--- config.mk ---
export PLATFORM = sky130hd
export DESIGN_NAME = alu_program_runner
export DESIGN_NICKNAME = d
export VERILOG_FILES = /design/src/rtl/alu_prog_pkg.sv /design/src/rtl/alu_core.sv /design/src/rtl/alu_program_runner.sv
export SDC_FILE = /design/constraint.sdc
export NUM_CORES = 1
export LEC_CHECK = 0
export CAP_MARGIN = 20
export CORE_MARGIN = 1.5
export CORE_UTILIZATION = 40
export CTS_CLUSTER_SIZE = 12
export DETAILED_ROUTE_END_ITERATION = 8
export SKIP_CTS_REPAIR_TIMING = 1
export SYNTH_ARGS = -nofsm -noshare
export SYNTH_HDL_FRONTEND = slang
export SYNTH_SLANG_ARGS = --single-unit
--- constraint.sdc ---
create_clock -name clk -period 4.2 [get_ports clk]
set_input_delay 1.05 -clock clk [delete_from_list [all_inputs] [get_ports clk]]
set_output_delay 1.05 -clock clk [all_outputs]
set_load 0.01 [all_outputs]
--- src/rtl/alu_prog_pkg.sv ---
// alu_prog_pkg: opcodes, flag bit positions and FSM encoding shared by the ALU program runner
package alu_prog_pkg;
  localparam logic [2:0] OP_LOAD = 3'd0;
  localparam logic [2:0] OP_ADD  = 3'd1;
  localparam logic [2:0] OP_SUB  = 3'd2;
  localparam logic [2:0] OP_AND  = 3'd3;
  localparam logic [2:0] OP_OR   = 3'd4;
  localparam logic [2:0] OP_XOR  = 3'd5;
  localparam logic [2:0] OP_SHL  = 3'd6;
  localparam logic [2:0] OP_SAR  = 3'd7;
  localparam int FLG_Z = 0;
  localparam int FLG_N = 1;
  localparam int FLG_V = 2;
  typedef enum logic [1:0] {S_IDLE, S_EXEC, S_OUT, S_DONE} state_t;
endpackage

--- src/rtl/alu_core.sv ---
// alu_core: combinational ALU (a op b) -> result, flags {V,N,Z}; optional ADD/SUB saturation
module alu_core
  import alu_prog_pkg::*;
#(
  parameter int WIDTH = 8,
  parameter bit SAT   = 1'b0
) (
  input  logic [WIDTH-1:0] a_i,
  input  logic [WIDTH-1:0] b_i,
  input  logic [2:0]       op_i,
  output logic [WIDTH-1:0] result_o,
  output logic [2:0]       flags_o
);
  localparam int SW = $clog2(WIDTH);
  logic [WIDTH-1:0] sum, diff, raw, sat_val;
  logic [SW-1:0] sh;
  logic v_add, v_sub, v;
  assign sum  = a_i + b_i;
  assign diff = a_i - b_i;
  assign sh   = b_i[SW-1:0];
  assign v_add = (a_i[WIDTH-1] == b_i[WIDTH-1]) && (sum[WIDTH-1] != a_i[WIDTH-1]);
  assign v_sub = (a_i[WIDTH-1] != b_i[WIDTH-1]) && (diff[WIDTH-1] != a_i[WIDTH-1]);
  // On overflow the true result always has the sign of a
  assign sat_val = a_i[WIDTH-1] ? {1'b1, {(WIDTH-1){1'b0}}} : {1'b0, {(WIDTH-1){1'b1}}};
  always_comb begin
    raw = a_i;
    case (op_i)
      OP_LOAD: raw = b_i;
      OP_ADD:  raw = sum;
      OP_SUB:  raw = diff;
      OP_AND:  raw = a_i & b_i;
      OP_OR:   raw = a_i | b_i;
      OP_XOR:  raw = a_i ^ b_i;
      OP_SHL:  raw = a_i << sh;
      OP_SAR:  raw = $signed(a_i) >>> sh;
      default: raw = a_i;
    endcase
  end
  assign v = (op_i == OP_ADD) ? v_add : (op_i == OP_SUB) ? v_sub : 1'b0;
  assign result_o = (SAT && v) ? sat_val : raw;
  assign flags_o[FLG_V] = v;
  assign flags_o[FLG_N] = result_o[WIDTH-1];
  assign flags_o[FLG_Z] = result_o == '0;
endmodule

--- src/rtl/alu_program_runner.sv ---
// alu_program_runner: runs a loaded ALU program on an accumulator, streaming each result with flags over valid/ready
module alu_program_runner
  import alu_prog_pkg::*;
#(
  parameter int WIDTH = 8,
  parameter int DEPTH = 16,
  parameter bit SAT   = 1'b0,
  localparam int AW   = $clog2(DEPTH)
) (
  input  logic             clk,
  input  logic             rst,
  input  logic             prog_we,
  input  logic [AW-1:0]    prog_addr,
  input  logic [2:0]       prog_op,
  input  logic [WIDTH-1:0] prog_operand,
  input  logic [AW:0]      prog_len,
  input  logic             start,
  input  logic             abort,
  input  logic             out_ready,
  output logic [WIDTH-1:0] data_out,
  output logic [2:0]       data_type,
  output logic             out_valid,
  output logic             busy,
  output logic             done
);
  state_t state_q;
  logic [AW-1:0] pc_q;
  logic [AW:0] len_q;
  logic [WIDTH-1:0] acc_q, acc_d, data_out_q;
  logic [2:0] type_q, flags_d;
  logic out_valid_q, done_q;
  logic [2:0] mem_op [DEPTH];
  logic [WIDTH-1:0] mem_opnd [DEPTH];
  alu_core #(.WIDTH(WIDTH), .SAT(SAT)) u_alu (
    .a_i(acc_q), .b_i(mem_opnd[pc_q]), .op_i(mem_op[pc_q]), .result_o(acc_d), .flags_o(flags_d)
  );
  // Program memory survives rst; writes only land while idle
  always_ff @(posedge clk)
    if (prog_we && state_q == S_IDLE) begin
      mem_op[prog_addr]   <= prog_op;
      mem_opnd[prog_addr] <= prog_operand;
    end
  always_ff @(posedge clk or posedge rst)
    if (rst) begin
      state_q     <= S_IDLE;
      pc_q        <= '0;
      len_q       <= '0;
      acc_q       <= '0;
      data_out_q  <= '0;
      type_q      <= '0;
      out_valid_q <= 1'b0;
      done_q      <= 1'b0;
    end else if (abort) begin
      state_q     <= S_IDLE;
      out_valid_q <= 1'b0;
      done_q      <= 1'b0;
    end else begin
      done_q <= state_q == S_DONE;
      case (state_q)
        S_IDLE:
          if (start && prog_len == '0) state_q <= S_DONE;
          else if (start) begin
            acc_q   <= '0;
            pc_q    <= '0;
            len_q   <= prog_len;
            state_q <= S_EXEC;
          end
        S_EXEC: begin
          acc_q       <= acc_d;
          data_out_q  <= acc_d;
          type_q      <= flags_d;
          out_valid_q <= 1'b1;
          state_q     <= S_OUT;
        end
        S_OUT:
          if (out_ready) begin
            out_valid_q <= 1'b0;
            if ({1'b0, pc_q} == len_q - (AW+1)'(1)) state_q <= S_DONE;
            else begin
              pc_q    <= pc_q + AW'(1);
              state_q <= S_EXEC;
            end
          end
        S_DONE: state_q <= S_IDLE;
        default: state_q <= S_IDLE;
      endcase
    end
  assign data_out  = data_out_q;
  assign data_type = type_q;
  assign out_valid = out_valid_q;
  assign busy      = state_q != S_IDLE;
  assign done      = done_q;
endmodule
Word-level counts from Yosys, hierarchy flattened
Memories as Yosys holds them, arrays and structs flattened.
Cells that the tools add are included.
- memory bits (writable): 176
- output and inout bits: 14
- memories kept: 2
- register bits after elaboration: 32
- bitwise logic cells: 5
- reductions and logical operators: 18
- mux-type cells: 23
- eq/ne operators: 21
- add/subtract/negate cells: 4
- shifts and indexed selects: 2
- memories (memory ; depth ; width ; rd ports ; clocked after Yosys merged registers in ; wr ports ; RTL line ; source):
    mem_opnd ; 16 ; 8 ; 1 ; 0 ; 1 ; alu_program_runner.sv:33 ; logic [WIDTH-1:0] mem_opnd [DEPTH];
    mem_op ; 16 ; 3 ; 1 ; 0 ; 1 ; alu_program_runner.sv:32 ; logic [2:0] mem_op [DEPTH];
- operators by type and width (cell ; number):
    $pmux W8 S8 ; 1
    $mux W4 ; 4
    $mux W8 ; 2
    $pmux W8 S2 ; 1
    $eq A3 B3 Y1 const B ; 4
    $mux W2 ; 5
    $add A8 B8 Y8 ; 1
    $and A8 B8 Y8 ; 1
    $logic_not A8 Y1 ; 1
    $ne A2 B2 Y1 const B ; 4
    $or A8 B8 Y8 ; 1
    $pmux W2 S4 ; 1
    $pmux W4 S2 ; 1
    $reduce_and A4 Y1 ; 2
    $shl A8 B3 Y8 ; 1
    $sshr A8 B3 Y8 ; 1
    $sub A8 B8 Y8 ; 1
    $xor A8 B8 Y8 ; 1
    $mux W1 ; 7
    $eq A3 B2 Y1 const B ; 2
    $reduce_and A2 Y1 ; 3
    $reduce_and A6 Y1 ; 1
    $reduce_bool A2 Y1 ; 3
    $eq A4 B5 Y1 ; 1
    other kinds (16) ; 23

Logic depth before layout (Yosys ltp)
- word-level depth: 6
- mapped depth: 19
- gate-level depth less buffers: 15

Cells and area by module
Synthesis repeated with hierarchy kept, for this count alone.
- cell total of the unflattened synthesis: 631
- area total of the unflattened synthesis: 10015.9 sq um
- by module, submodules not included (module ; sequential area each (sq um) ; instances ; area an instance (sq um) ; cells each):
    alu_program_runner ; 6085.8 ; 1 ; 8174.1 ; 384
    alu_core ; 0.0 ; 1 ; 1841.8 ; 247

Least setup slack after synthesis
No wires, ideal clock.
- path kind: reg2reg
- start: reg pc_q[0]
- end: reg type_q[0] (netlist: data_type[0])
- path buffers: 4
- slack: 0.065 ns
- cell stages (with the launch flop): 18
- arrival: 4.043 ns
- data required time: 4.108 ns
- library setup time: 0.092 ns
- cells stage by stage: dfrtp_1 -> buf_6 -> buf_6 -> buf_4 -> buf_2 -> mux4_2 -> a22oi_1 -> nand2_1 -> inv_1 -> ha_1 -> and3_1 -> a221o_1 -> o221ai_1 -> xor2_1 -> nor4_1 -> a2111oi_1 -> a21oi_1 -> o31ai_2
- longest elaborated chain between the ends: 4
- elaborated cells on any way between the ends: 19
- those cells by class: 2 x add/sub; 7 x eq/ne; 2 x shift; 1 x mux; 3 x bitwise; 2 x reduce/logical; 2 x memory
- RTL lines (what ; RTL line ; source):
    from (decl) ; alu_program_runner.sv:27 ; logic [AW-1:0] pc_q;
    from (signal assigned) ; alu_program_runner.sv:80 ; pc_q <= pc_q + AW'(1);
    $mem_v2 Z16 W8 or $mem_v2 Z16 W3 (tied branches) ; -- ;
    $sub A8 B8 Y8, or another cell as far along ; alu_core.sv:19 ; assign diff = a_i - b_i;
    $pmux W8 S8 (*) ; alu_core.sv:27 ; case (op_i)
    $logic_not A8 Y1 (*) ; alu_core.sv:43 ; assign flags_o[FLG_Z] = result_o == '0;
    to (signal assigned) ; alu_program_runner.sv:71 ; type_q <= flags_d;
    to (decl) ; alu_program_runner.sv:30 ; logic [2:0] type_q, flags_d;
Mark *: on every way between the ends. The rest lies on a longest branch, timed or not.
A chain may end at the register's enable or synchronous reset.

Final worst setup path
Same ends and word-level chain as after synthesis.

==> results.py <==
metrics = {
    "outcome": {
        "status": "finished, final reports clean",
    },
    "setup_path": {
        "start_kind": "flip-flop",
        "path_cells": "buf_12 > buf_4 > mux2i_1 > a221oi_1 > a22oi_1 > nand2_1 > inv_1 > ha_1 > and3_1 > a221o_1 > nor2_1 > xnor2_1 > nor3_1 > a311oi_1 > o32ai_1 > o211ai_1 > o31ai_2",
        "slowest_stage": "dfrtp_2",
        "path_buf_inv": 3,
        "r2r_slack_ps": 200,
        "worst-r2r-cell-count": 17,
        "crit_path_start": "pc_q[0]",
        "r2r-start": "pc_q[0]",
        "worstSetupEndpointType": "flip-flop",
        "crit_fanout": 13,
        "r2r_end": "data_type[0]",
        "worstSetupPathType": "flip-flop to flip-flop",
        "cpPeakStageDelay_ps": 430,
        "cp.arrival_ps": 4410,
        "crit_required_ps": 4610,
        "crit_family": "compound AO/OA/AOI/OAI gates",
    },
    "worst_hold_path": {
        "hp-start": "data_out[6]",
        "min_to": "data_out[6]",
        "hold_path.class": "flip-flop to flip-flop",
        "min_path_cells": 2,
    },
    "synth": {
        "ys_top_cells_by_area": "edfxtp_1, dfrtp_1, mux2i_1",
        "synth-seq-cells": 207,
        "syn_avg_cell_area_um2": 13.8,
        "synth_cell_types": 78,
        "yosysSeqAreaShare": 0.595,
        "synthCells": 740,
        "synth.most_common_cell": "edfxtp_1",
        "synth-edff-count": 176,
        "synthArstFlopShare": 0.150,
        "synth_area_mm2": 0.0102,
        "synth_area_leader_cell": "edfxtp_1",
        "synthesis.nets": 797,
        "yosysTopAreaCellShare": 0.519,
        "yosys_warnings": 0,
        "netlist_top_cells_count": "edfxtp_1, mux2i_1, nor2_1",
        "ys.flop_type": "edfxtp_1",
    },
    "die": {
        "ios": 40,
        "die_area_mm2": 0.0264,
        "core_mm2": 0.0251,
        "rows": 58,
        "dieHeight_um": 163,
        "die_w_um": 163,
        "start_util": 0.405,
    },
    "detailed_routing": {
        "wl_per_cell_um": 22.4,
        "first_pass_iters": 5,
        "drtIter0Drc": 539,
        "ant_nets": 0,
        "drc_errors": 0,
        "vias": 6768,
        "routed_via_density": 5.75,
        "totalWireLength_mm": 26.4,
    },
    "finish": {
        "drive_above_1_share": 0.187,
        "fillers": 2234,
        "synthToLayoutAreaGrowth_pct": 18.1,
        "n_antenna_cell": 0,
        "final_cells": 1177,
        "utilization": 0.479,
        "nNetsFinal": 894,
    },
    "clocking": {
        "worstSkewPairLatency_ps": 500,
        "ctsHtreeMaxLevel": 1,
        "clkSlewWorstSetupHoldPaths_ps": 60,
        "clock-sinks": 207,
        "clock_path_buffers": 3,
        "cts_buffers": 23,
        "cts_tree": "done",
        "cts_root_buf": "clkbuf_16",
    },
    "placement": {
        "io_buffers": 39,
        "post-place-ws_ps": 68.3,
        "gp_congestion": 0.938,
        "dp_hpwl_mm": 18.6,
        "dpl.cell_count": 1142,
    },
    "flow_run": {
        "cap_viol_max_count": 0,
    },
    "timing": {
        "hold_viol": 0,
        "worst_slew_pin_slew_ps": 748,
        "period_share": 0.953,
        "relSlewSlack": 0.496,
        "fmax_mhz": 250,
        "setup_viol_count_final": 0,
        "finClkSkew_ps": 12.5,
        "finalMaxSlewViolations": 0,
        "setup_slack_ps": 198,
        "fin_crit_ps": 4000,
    },
    "global_route": {
        "grt.total_usage": 0.204,
        "grt_pass1_wl_mm": 40.6,
        "grt_pass1_vias": 6829,
        "grt.overflow.total": 0,
        "antenna_found_initial": 0,
        "grt_max_degree": 32,
    },
    "power_and_ir_drop": {
        "powerDensity_mw_per_mm2": 520,
        "leakagePower_uw": 0.00428,
        "peakVddDrop_mv": 0.378,
    },
}
==> cell type report <==
| class | instances | area [um2] | share of cell area |
|---|---|---|---|
| Tap cell | 330 | 413 | 0.0343 |
| Clock buffer | 26 | 587 | 0.0488 |
| Clock inverter | 9 | 48.8 | 0.00406 |
| Timing Repair Buffer | 106 | 931 | 0.0774 |
| Sequential cell | 207 | 6060 | 0.504 |
| Inverter | 30 | 114 | 0.00947 |
| Multi-Input combinational cell | 469 | 3870 | 0.322 |
==> where the power goes <==
part | leakage (uW) | internal, uW | switching (uW)
Combinational | 0.00198 | 914 | 1160
Clock | 0.000305 | 989 | 736
Sequential | 0.00199 | 2340 | 117
==> worst max-delay path by stage <==
stage	cells after the start	slack [ps]	endpoint
CTS	17	30	data_type[0]
global route	17	-1	data_type[0]
floorplan	17	70	data_type[0]
finish	17	200	data_type[0]
global placement	16	140	data_type[0]
detailed placement	17	70	data_type[0]
==> cells in the final DEF (no fill, tap or decap), types with 5 or more instances in the layout <==
| cell type | n |
|---|---|
| a2111oi_0 | 5 |
| a211oi_1 | 9 |
| a21o_1 | 14 |
| a21oi_1 | 15 |
| a221oi_1 | 9 |
| a221oi_2 | 5 |
| a22o_1 | 5 |
| a22oi_1 | 8 |
| buf_4 | 64 |
| clkbuf_16 | 23 |
| clkdlybuf4s50_1 | 39 |
| clkinv_1 | 7 |
| dfrtp_1 | 29 |
| edfxtp_1 | 176 |
| ha_1 | 29 |
| inv_1 | 25 |
| mux2_2 | 9 |
| mux2i_1 | 55 |
| mux4_2 | 21 |
| nand2_1 | 45 |
| nand2b_1 | 6 |
| nand3_1 | 11 |
| nand4_1 | 6 |
| nor2_1 | 53 |
| nor3_1 | 21 |
| nor3_2 | 7 |
| o21ai_0 | 24 |
| o31ai_1 | 6 |
| o32ai_1 | 7 |
| xnor2_1 | 10 |
==> sequential cells by signal (all words and copies together) (netlist names) <==
register	count
data_out	7
state_q	2
out_valid	1
len_q	5
mem_opnd	128
done	1
acc_q	8
mem_op	48
data_type	3
pc_q	4
==> routing by layer <==
layer / up-vias / share of wire / track usage
met1: 3431 / 0.44 / 0.276
met2: 197 / 0.49 / 0.344
met3: 47 / 0.044 / 0.0234
met5: - / 0 / 0
li1: 3093 / - / -
met4: 0 / 0.026 / 0.0638
==> tightest hold or removal path: stages (launching register included) <==
cell     delay, ps
dfrtp_1        350
nand2_1         50
o31ai_1         50
==> metrics by stage <==
| step | hold slack [ps] | setup TNS, ps | power [uW] | cell area (um2) |
|---|---|---|---|---|
| floorplan | 498 | 0 | 3750 | 10200 |
| global placement | 463 | 0 | 4480 | 11300 |
| detailed placement | 478 | 0 | 4510 | 11300 |
| CTS | 491 | 0 | 6240 | 12000 |
| global route | 504 | -1.05 | 6560 | 12000 |
| finish | 487 | 0 | 6250 | 12000 |
==> cells by family after synthesis <==
kind of cell,share of synthesized area
fa+ha+maj,0.0396
simple gates,0.0827
xor+xnor,0.0112
buf+inv,0.0323
compound gates,0.118
mux,0.120
flops,0.595
Power figures use the tool's default switching activity.
